**src/rtl/modulo_seq_ctrl_if.sv**
```systemverilog
// Handshake bundle for the sequential modulo unit.
// MODSEQ_QUOTIENT_EN adds the quotient_o signal.
interface modulo_seq_ctrl_if #(
    parameter int WIDTH = 8
);
    logic             start_i;
    logic [WIDTH-1:0] data0_i;
    logic [WIDTH-1:0] data1_i;
    logic             busy_o;
    logic             valid_o;
    logic [WIDTH-1:0] result_o;
`ifdef MODSEQ_QUOTIENT_EN
    logic [WIDTH-1:0] quotient_o;

    modport master (
        output start_i, data0_i, data1_i,
        input  busy_o, valid_o, result_o, quotient_o
    );
    modport slave (
        input  start_i, data0_i, data1_i,
        output busy_o, valid_o, result_o, quotient_o
    );
`else
    modport master (
        output start_i, data0_i, data1_i,
        input  busy_o, valid_o, result_o
    );
    modport slave (
        input  start_i, data0_i, data1_i,
        output busy_o, valid_o, result_o
    );
`endif
endinterface

```
**src/rtl/modulo_seq_ctrl.sv**
```systemverilog
// Multi-cycle restoring-division remainder unit (data0 % data1).
// MODSEQ_QUOTIENT_EN also registers the quotient onto the bus.
module modulo_seq_ctrl #(
    parameter int WIDTH = 8
) (
    input logic              clk_i,
    input logic              rst_i,
    modulo_seq_ctrl_if.slave bus
);
    localparam int CW = (WIDTH > 1) ? $clog2(WIDTH) : 1;

    typedef enum logic [1:0] {
        IDLE,
        CALC,
        DONE
    } state_t;

    state_t state, state_nxt;

    logic [WIDTH-1:0] dvd;
    logic [WIDTH-1:0] dvs;
    logic [WIDTH:0]   rem;
    logic [WIDTH:0]   t;
    logic [WIDTH:0]   rem_nxt;
    logic [WIDTH-1:0] dvd_nxt;
    logic [CW-1:0]    cnt;
    logic             zero_pend;
    logic             valid_q;
    logic [WIDTH-1:0] res_q;
    logic             accept;
    logic             zero_op;
    logic             last;
    logic             ge;

    assign accept  = bus.start_i && (state != CALC);
    assign zero_op = (bus.data0_i == '0) || (bus.data1_i == '0);
    assign last    = (cnt == CW'(WIDTH - 1));

    assign t       = {rem[WIDTH-1:0], dvd[WIDTH-1]};
    assign ge      = (t >= {1'b0, dvs});
    assign rem_nxt = ge ? (t - {1'b0, dvs}) : t;
    assign dvd_nxt = {dvd[WIDTH-2:0], ge};

    always_ff @(posedge clk_i or posedge rst_i) begin
        if (rst_i) state <= IDLE;
        else       state <= state_nxt;
    end

    always_comb begin
        state_nxt = state;
        unique case (state)
            IDLE: if (accept) state_nxt = zero_op ? DONE : CALC;
            CALC: if (last) state_nxt = DONE;
            DONE: begin
                if (accept) state_nxt = zero_op ? DONE : CALC;
                else        state_nxt = IDLE;
            end
            default: state_nxt = IDLE;
        endcase
    end

`ifdef MODSEQ_QUOTIENT_EN
    logic [WIDTH-1:0] quo_q;
    assign bus.quotient_o = quo_q;
`endif

    // Fast path completes one edge after acceptance, via zero_pend
    always_ff @(posedge clk_i or posedge rst_i) begin
        if (rst_i) begin
            dvd       <= '0;
            dvs       <= '0;
            rem       <= '0;
            cnt       <= '0;
            zero_pend <= 1'b0;
            valid_q   <= 1'b0;
            res_q     <= '0;
`ifdef MODSEQ_QUOTIENT_EN
            quo_q     <= '0;
`endif
        end else begin
            valid_q   <= 1'b0;
            zero_pend <= 1'b0;
            if ((state == DONE) && zero_pend) begin
                valid_q <= 1'b1;
                res_q   <= '0;
`ifdef MODSEQ_QUOTIENT_EN
                quo_q   <= '0;
`endif
            end
            if (accept) begin
                dvd       <= bus.data0_i;
                dvs       <= bus.data1_i;
                rem       <= '0;
                cnt       <= '0;
                zero_pend <= zero_op;
            end else if (state == CALC) begin
                rem <= rem_nxt;
                dvd <= dvd_nxt;
                cnt <= cnt + 1'b1;
                if (last) begin
                    valid_q <= 1'b1;
                    res_q   <= rem_nxt[WIDTH-1:0];
`ifdef MODSEQ_QUOTIENT_EN
                    quo_q   <= dvd_nxt;
`endif
                end
            end
        end
    end

    assign bus.busy_o   = (state == CALC);
    assign bus.valid_o  = valid_q;
    assign bus.result_o = res_q;
endmodule

```
**src/flat_wrapper.sv**
```systemverilog
// flat-port wrapper written by rule: the top's interface ports become plain ports
module modulo_seq_ctrl_flat 
#(
    parameter int WIDTH = 8
)
  (clk_i, rst_i, bus_start_i, bus_data0_i, bus_data1_i, bus_busy_o, bus_valid_o, bus_result_o);
  modulo_seq_ctrl_if #(.WIDTH(WIDTH)) bus_i ();
  input logic clk_i;
  input logic rst_i;
  input wire logic [$bits(bus_i.start_i)-1:0] bus_start_i;
  input wire logic [$bits(bus_i.data0_i)-1:0] bus_data0_i;
  input wire logic [$bits(bus_i.data1_i)-1:0] bus_data1_i;
  output wire logic [$bits(bus_i.busy_o)-1:0] bus_busy_o;
  output wire logic [$bits(bus_i.valid_o)-1:0] bus_valid_o;
  output wire logic [$bits(bus_i.result_o)-1:0] bus_result_o;
  assign bus_i.start_i = bus_start_i;
  assign bus_i.data0_i = bus_data0_i;
  assign bus_i.data1_i = bus_data1_i;
  assign bus_busy_o = bus_i.busy_o;
  assign bus_valid_o = bus_i.valid_o;
  assign bus_result_o = bus_i.result_o;
  modulo_seq_ctrl #(.WIDTH(WIDTH)) u_core (.clk_i(clk_i), .rst_i(rst_i), .bus(bus_i));
endmodule
```
**config.mk**
```make
export PLATFORM = sky130hd
export DESIGN_NAME = modulo_seq_ctrl_flat
export DESIGN_NICKNAME = d
export VERILOG_FILES = /design/src/rtl/modulo_seq_ctrl_if.sv /design/src/rtl/modulo_seq_ctrl.sv /design/src/flat_wrapper.sv
export SDC_FILE = /design/constraint.sdc
export NUM_CORES = 1
export LEC_CHECK = 0
export CAP_MARGIN = 10
export CORE_ASPECT_RATIO = 0.6
export CORE_UTILIZATION = 54
export DETAILED_ROUTE_END_ITERATION = 10
export GPL_TIMING_DRIVEN = 0
export PLACE_DENSITY = 0.85
export SLEW_MARGIN = 20
export SYNTH_ARGS = -nofsm -noshare
export SYNTH_HDL_FRONTEND = slang
export SYNTH_SLANG_ARGS = --single-unit
export TNS_END_PERCENT = 1
```
**constraint.sdc**
```tcl
create_clock -name clk_i -period 2.8 [get_ports clk_i]
set_input_delay 0.56 -clock clk_i [delete_from_list [all_inputs] [get_ports clk_i]]
set_output_delay 0.56 -clock clk_i [all_outputs]
set_load 0.05 [all_outputs]
```
==> qor.yml, run 1 <==
cp-end-kind: "output pin"
final_area_sq_um: 2630
globalRouteMet2Util_pct: 36.1
initial_core_util_pct: 57.4
critPathKind: "register to output pin"
cts.sinks: 39
netlist_instances: 212
drv_slew: 0
ys_seq_elements: 39
min_path_type: "input port to async pin"
power.density_nw_per_um2: 1380
hold_viol_final: 0
portBuffers: 28
synth_seq_area_share_pct: 45.4
grt_first_pass_wirelength_mm: 7.82
holdBufCountCts: 0
crit_fanout: 10
p_total_mw: 3.62
use_met1_pct: 35.9
finalClockSkew_ns: 0.00784
ant_nets: 0
outcome: "finished, final reports clean"
design.die.area_sq_um: 4250
yosysWarnings: 0
maxCapViolations: 0
ioPinCount: 29
tightestPinTransition_ns: 0.649
fin_ws_ns: 0.252
first_global_vias: 1612
vias_per_cell: 5.64
syn_area_per_cell_sq_um: 10.1
synth_fp_nets: 242
rows: 17
dieHeight_microns: 50.9
use_met3_pct: 5.82
fin_cells: 296
die_x_microns: 83.5
drive_gt1_share_pct: 12.0
drt-wirelength-per-cell_microns: 15.5
setup_violations: 0
fill_cells: 310
critPathRequiredTime_ns: 2.24
worstPathArrival_ns: 1.99
h-tree-depth: 2
drt_iter0_markers: 87
post-route-min-period_ns: 2.55
power.leakage_nw: 1.22
syn_to_final_growth_pct: 22.1
route.detailed.drc: 0
finalWirelength_mm: 4.59
nNetsFinal: 278
grt.overflow.total: 0
grt_start_max_net_pins: 36
vias: 1670
syn-cell-area_sq_um: 2150
placedCellCount: 288
rsz0062_at_grt: "false"
yosysUniqueCellTypes: 41
fin_crit_sh_pct: 91.0
coreArea_sq_um: 3740
grtUsageTotal_pct: 24.5
dpl_worst_slack_ns: 0.278
critPathLaunchType: "register"
post-dp-hpwl_mm: 3.46
place_area_sq_um: 2510
cts_buffers: 5
cts_tree: "yes"
antenna_found_initial: 0
dr.pass1.iters: 4
fmax_ghz: 0.393
gp_congestion: 0.870
vdd_drop_max_uv: 876
cts.clk_slew.worst_paths_ns: 0.08
tns_ns: 0
root_buffer: "clkbuf_8"
cts_buffer_depth: 2
relSlewSlack_pct: 56.7
grt_most_used_layer: "met2"
clock_latency_ns: 0.29
antenna_cells: 0
==> synthesized netlist by cell type <==
library cell | number | area (sq um)
dfrtp_1 | 39 | 976
nand2_1 | 30 | 113
o21ai_0 | 16 | 80.1
mux2i_1 | 13 | 130
nand3b_1 | 12 | 90.1
inv_1 | 11 | 41.3
ha_1 | 10 | 125
o21ai_1 | 9 | 45.0
mux2_2 | 8 | 90.1
nor2_1 | 8 | 30.0
clkbuf_1 | 6 | 22.5
a21oi_1 | 5 | 25.0
nor4_1 | 4 | 25.0
xor2_1 | 4 | 35.0
nand2b_1 | 3 | 18.8
nand3_1 | 3 | 15.0
a21o_1 | 2 | 15.0
and3_1 | 2 | 12.5
buf_6 | 2 | 22.5
nand4_1 | 2 | 12.5
o21a_1 | 2 | 15.0
or4b_1 | 2 | 20.0
a211oi_1 | 1 | 7.51
a21oi_2 | 1 | 8.76
a221oi_2 | 1 | 15.0
a22oi_2 | 1 | 12.5
and3b_1 | 1 | 8.76
buf_2 | 1 | 5.00
clkinv_1 | 1 | 3.75
fa_1 | 1 | 20.0
mux2_4 | 1 | 15.0
nor2b_1 | 1 | 6.26
nor3_1 | 1 | 5.00
o2111a_2 | 1 | 12.5
o211ai_1 | 1 | 7.51
o21ai_2 | 1 | 8.76
o221ai_1 | 1 | 8.76
o22ai_1 | 1 | 6.26
o2bb2a_4 | 1 | 20.0
o31ai_2 | 1 | 12.5
or2_2 | 1 | 6.26
==> per-layer routing <==
layer	up-vias	share of wire, %
met5	-	0
met4	0	0.65
met3	4	5.1
met2	48	43
met1	795	51
li1	823	-
==> power by group <==
group | switching (mW) | leakage [nW] | internal (mW) | total, mW
registers | 0.170 | 0.471 | 0.830 | 1.00
clock network | 0.193 | 0.0612 | 0.288 | 0.482
logic | 1.28 | 0.683 | 0.861 | 2.14
==> cells by family (layout without fill, tap and decap cells) <==
family / after synthesis / count (layout) / share of synthesized area, %
DFF: 39 / 39 / 45.4
adders and majority gates: 11 / 11 / 6.75
muxes: 22 / 22 / 10.9
AOI/OAI and AO/OA: 45 / 45 / 14.0
xor gates and xnor gates: 4 / 4 / 1.63
and+or+nand+nor: 70 / 70 / 16.9
buffers and inverters: 21 / 58 / 4.42
==> path summary, 6_finish.rpt <==
check | from | depth (start not counted) | to | slack, ns
worst min register to register | u_core.dvd[0] | 2 | u_core.dvd[1] | 0.47
max in group asynchronous | rst_i | 3 | u_core.dvs[0] | 1.94
worst max-delay path | u_core.state[1] | 4 | bus_busy_o | 0.25
worst min-delay path | rst_i | 2 | u_core.bus.result_o[0] | 0.46
min in group clk_i | u_core.dvd[0] | 2 | u_core.dvd[1] | 0.47
worst max register to register | u_core.dvd[7] | 9 | u_core.rem[6] | 0.48
==> through the flow <==
| stage | utilization [%] | hold slack [ns] |
|---|---|---|
| after floorplan | - | 0.449 |
| after global placement | 66.5 | 0.463 |
| after detailed placement | 67.0 | 0.475 |
| after CTS | 70.1 | 0.465 |
| after global routing | 70.1 | 0.467 |
| final | 70.1 | 0.460 |
==> sequential cells by signal, summed over array words and instances (netlist names) <==
signal	flops
u_core.dvs	8
u_core.dvd	8
u_core.state	2
u_core.bus.valid_o	1
u_core.bus.result_o	8
u_core.cnt	3
u_core.zero_pend	1
u_core.rem	8
==> area by class of cell <==
cell class	count	area, sq um	area share (%)
inverters	12	45.0	1.72
repair buffers	29	299	11.4
plain buffers	9	50.0	1.91
clock buffers	6	82.6	3.15
clock inverters	2	35.0	1.33
flip-flops and latches	39	976	37.2
well taps	47	58.8	2.24
multi-input cells	152	1080	41.1
==> worst max-delay path, cell delays in order (launching register included) <==
cell and delay (ns):
dfrtp_1 0.38, nand2b_1 0.16, clkinv_1 0.16, clkbuf_1 0.42, dlygate4sd2_1 0.59
==> what timing repair did <==
action / in CTS / in global routing
gates resized for setup: 1 / 0
endpoints found under the setup margin: 1 / 0
buffers inserted: 0 / 0
==> layout by cell type (no fill, tap or decap), types with 3 or more instances in the layout <==
master,Yosys,layout
a21oi_1,5,5
clkbuf_1,6,6
clkbuf_8,0,6
clkdlybuf4s50_1,0,27
dfrtp_1,39,39
ha_1,10,10
inv_1,11,10
mux2_2,8,8
mux2i_1,13,13
nand2_1,30,30
nand2b_1,3,3
nand3_1,3,3
nand3b_1,12,12
nor2_1,8,8
nor4_1,4,4
o21ai_0,16,16
o21ai_1,9,9
xor2_1,4,4
(Power assumes the default switching activity.)
==> run 2, diff against run 1 <==
--- a/config.mk
+++ b/config.mk
@@ -7,10 +7,10 @@
 export LEC_CHECK = 0
 export CAP_MARGIN = 10
 export CORE_ASPECT_RATIO = 0.6
-export CORE_UTILIZATION = 54
+export CORE_UTILIZATION = 59
 export DETAILED_ROUTE_END_ITERATION = 10
 export GPL_TIMING_DRIVEN = 0
-export PLACE_DENSITY = 0.85
+export PLACE_DENSITY = 0.91
 export SLEW_MARGIN = 20
 export SYNTH_ARGS = -nofsm -noshare
 export SYNTH_HDL_FRONTEND = slang
==> constraint.sdc (replaced) <==
create_clock -name clk_i -period 3 [get_ports clk_i]
set_input_delay 0.6 -clock clk_i [delete_from_list [all_inputs] [get_ports clk_i]]
set_output_delay 0.6 -clock clk_i [all_outputs]
set_load 0.05 [all_outputs]
==> run 2 against run 1 <==
Die area fell by 8.2%. Hold slack better by 0.026 ns. Worst setup slack better by 0.30 ns. Register-to-register slack improved by 0.27 ns. First-iteration DRC count rose by 75%. Cell area down 1.3%. Critical path depth unchanged. Wire length shrank 2.1%. Cell count down 0.68%. Utilization grew 6.9 points. Largest power group unchanged.
==> qor.yml, run 2 (synthesized netlist as in run 1, its figures left out) <==
rows: 16  # -1
vdd_drop_max_uv: 695  # -21%
vias: 1697  # +1.6%
h-tree-depth: 2  # unchanged
cts_tree: "yes"
drt_iter0_markers: 152  # +75%
power.density_nw_per_um2: 1260  # -8.9%
coreArea_sq_um: 3360  # -10%
grtUsageTotal_pct: 26.3  # +1.8 points
critPathLaunchType: "register"
maxCapViolations: 0  # unchanged
cts_resized: 0  # -1
place_area_sq_um: 2510  # -0.10%
post-dp-hpwl_mm: 3.46  # about the same
cp-end-kind: "output pin"
final_common_cell: "dfrtp_1"
crit_path_cell_trace: "nand2b_1 -> clkinv_1 -> clkbuf_1 -> dlymetal6s2s_1"
relSlewSlack_pct: 57.7  # +0.95 points
p_total_mw: 3.26  # -10%
fmax_ghz: 0.408
initial_core_util_pct: 63.9  # +6.5 points
hold_viol_final: 0  # unchanged
cts.sinks: 39  # unchanged
drt-wirelength-per-cell_microns: 15.3  # -1.4%
dpl_worst_slack_ns: 0.444  # +0.166 ns
clock_latency_ns: 0.28  # about the same
max_stage_delay_ns: 0.49  # -0.10 ns
final_area_sq_um: 2590  # -1.3%
outcome: "finished, final reports clean"
grt_start_max_net_pins: 37  # +2.8%
drive_gt1_share_pct: 11.2  # -0.80 points
syn_to_final_growth_pct: 20.5
rsz0062_at_grt: "false"
antenna_cells: 0  # unchanged
fin_ws_ns: 0.551  # +0.299 ns
grt.overflow.total: 0  # unchanged
first_global_vias: 1625  # +0.81%
fill_cells: 235  # -24%
finalWirelength_mm: 4.49  # -2.1%
gp_congestion: 0.958  # +10%
critPathRequiredTime_ns: 2.40  # +0.16 ns
ioPinCount: 29  # unchanged
setup_violations: 0  # unchanged
post-route-min-period_ns: 2.45
cp_top_family: "buffers and inverters"
power.leakage_nw: 1.20  # -0.97%
nNetsFinal: 278  # unchanged
tns_ns: 0  # unchanged
min_path_type: "register to register"
cpMaxStageDelayCell: "dlymetal6s2s_1"
cts_buffer_depth: 2  # unchanged
critPathKind: "register to output pin"
vias_per_cell: 5.77  # +2.3%
root_buffer: "clkbuf_8"
dieHeight_microns: 48.8  # -4.2%
route.detailed.drc: 0  # unchanged
ant_nets: 0  # unchanged
holdBufCountCts: 0  # unchanged
worstPathArrival_ns: 1.85  # -0.14 ns
mostFrequentLayoutCells: "39 x dfrtp_1, 30 x nand2_1, 27 x clkdlybuf4s50_1"
dr.pass1.iters: 4  # unchanged
fin_crit_sh_pct: 81.6
die_x_microns: 79.9  # -4.2%
portBuffers: 28  # unchanged
postCtsSetupBuffers: 0  # unchanged
grt_first_pass_wirelength_mm: 7.74  # -1.1%
drv_slew: 0  # unchanged
cts.clk_slew.worst_paths_ns: 0.07  # about the same
tightestPinTransition_ns: 0.635  # -0.0142 ns
antenna_found_initial: 0  # unchanged
design.die.area_sq_um: 3900  # -8.2%
crit_fanout: 10  # unchanged
finalClockSkew_ns: 0.00629  # -0.00155 ns
cp_num_buf_inv: 3  # unchanged
cts_buffers: 5  # unchanged
[run 2: final timing paths]
| check | startpoint | to | slack, ns | cells after the start |
|---|---|---|---|---|
| setup / recovery | u_core.state[1] | bus_busy_o | 0.55 | 4 |
| hold / removal | u_core.bus.result_o[4] | u_core.bus.result_o[4] | 0.49 | 2 |
| setup reg to reg | u_core.dvd[7] | u_core.rem[6] | 0.75 | 9 |
| hold reg to reg | u_core.bus.result_o[4] | u_core.bus.result_o[4] | 0.49 | 2 |
| max in group asynchronous | rst_i | u_core.rem[6] | 2.11 | 3 |
| min in group asynchronous | rst_i | u_core.dvd[4] | 0.50 | 2 |
[run 2: cell type report]
cell class / count / area (sq um) / share of cell area, %
multi-input cells: 152 / 1080 / 41.6
clock inverters: 1 / 5.00 / 0.193
flip-flops and latches: 39 / 976 / 37.7
repair buffers: 29 / 303 / 11.7
clock buffers: 7 / 76.3 / 2.95
inverters: 12 / 45.0 / 1.74
well taps: 45 / 56.3 / 2.17
plain buffers: 9 / 50.0 / 1.93
[run 2: power breakdown]
part / internal [mW] / switching, mW / total, mW
combinational: 0.810 / 1.18 / 1.99
sequential: 0.775 / 0.160 / 0.935
clock: 0.163 / 0.169 / 0.332
[run 2: layer usage]
metal | vias to the layer above | part of all wire, % | track usage [%]
met5 | - | 0 | 0
met4 | 0 | 0.78 | 4.46
met2 | 59 | 44 | 38.6
met1 | 810 | 49 | 40.3
met3 | 4 | 6.4 | 6.23
li1 | 824 | - | -
[run 2: worst reg2reg max path: cells and delay by family, from the launching register on]
kind,cells,cell delay (ns)
multiplexers,1,0.24
flip-flops,1,0.39
adder cells (fa/ha/maj),2,0.59
AND/OR/NAND/NOR,2,0.28
AO/OA/AOI/OAI,2,0.48
buffers and inverters,2,0.15
[run 2: per-stage QoR]
| stage | utilization, % | cells | hold WS, ns |
|---|---|---|---|
| after detailed placement | 74.5 | 286 | 0.474 |
| after floorplan | - | 212 | 0.449 |
| after CTS | 76.9 | 294 | 0.485 |
| after global routing | 77.0 | 294 | 0.511 |
| final | 77.0 | 294 | 0.485 |
| after global placement | 73.9 | 285 | 0.464 |
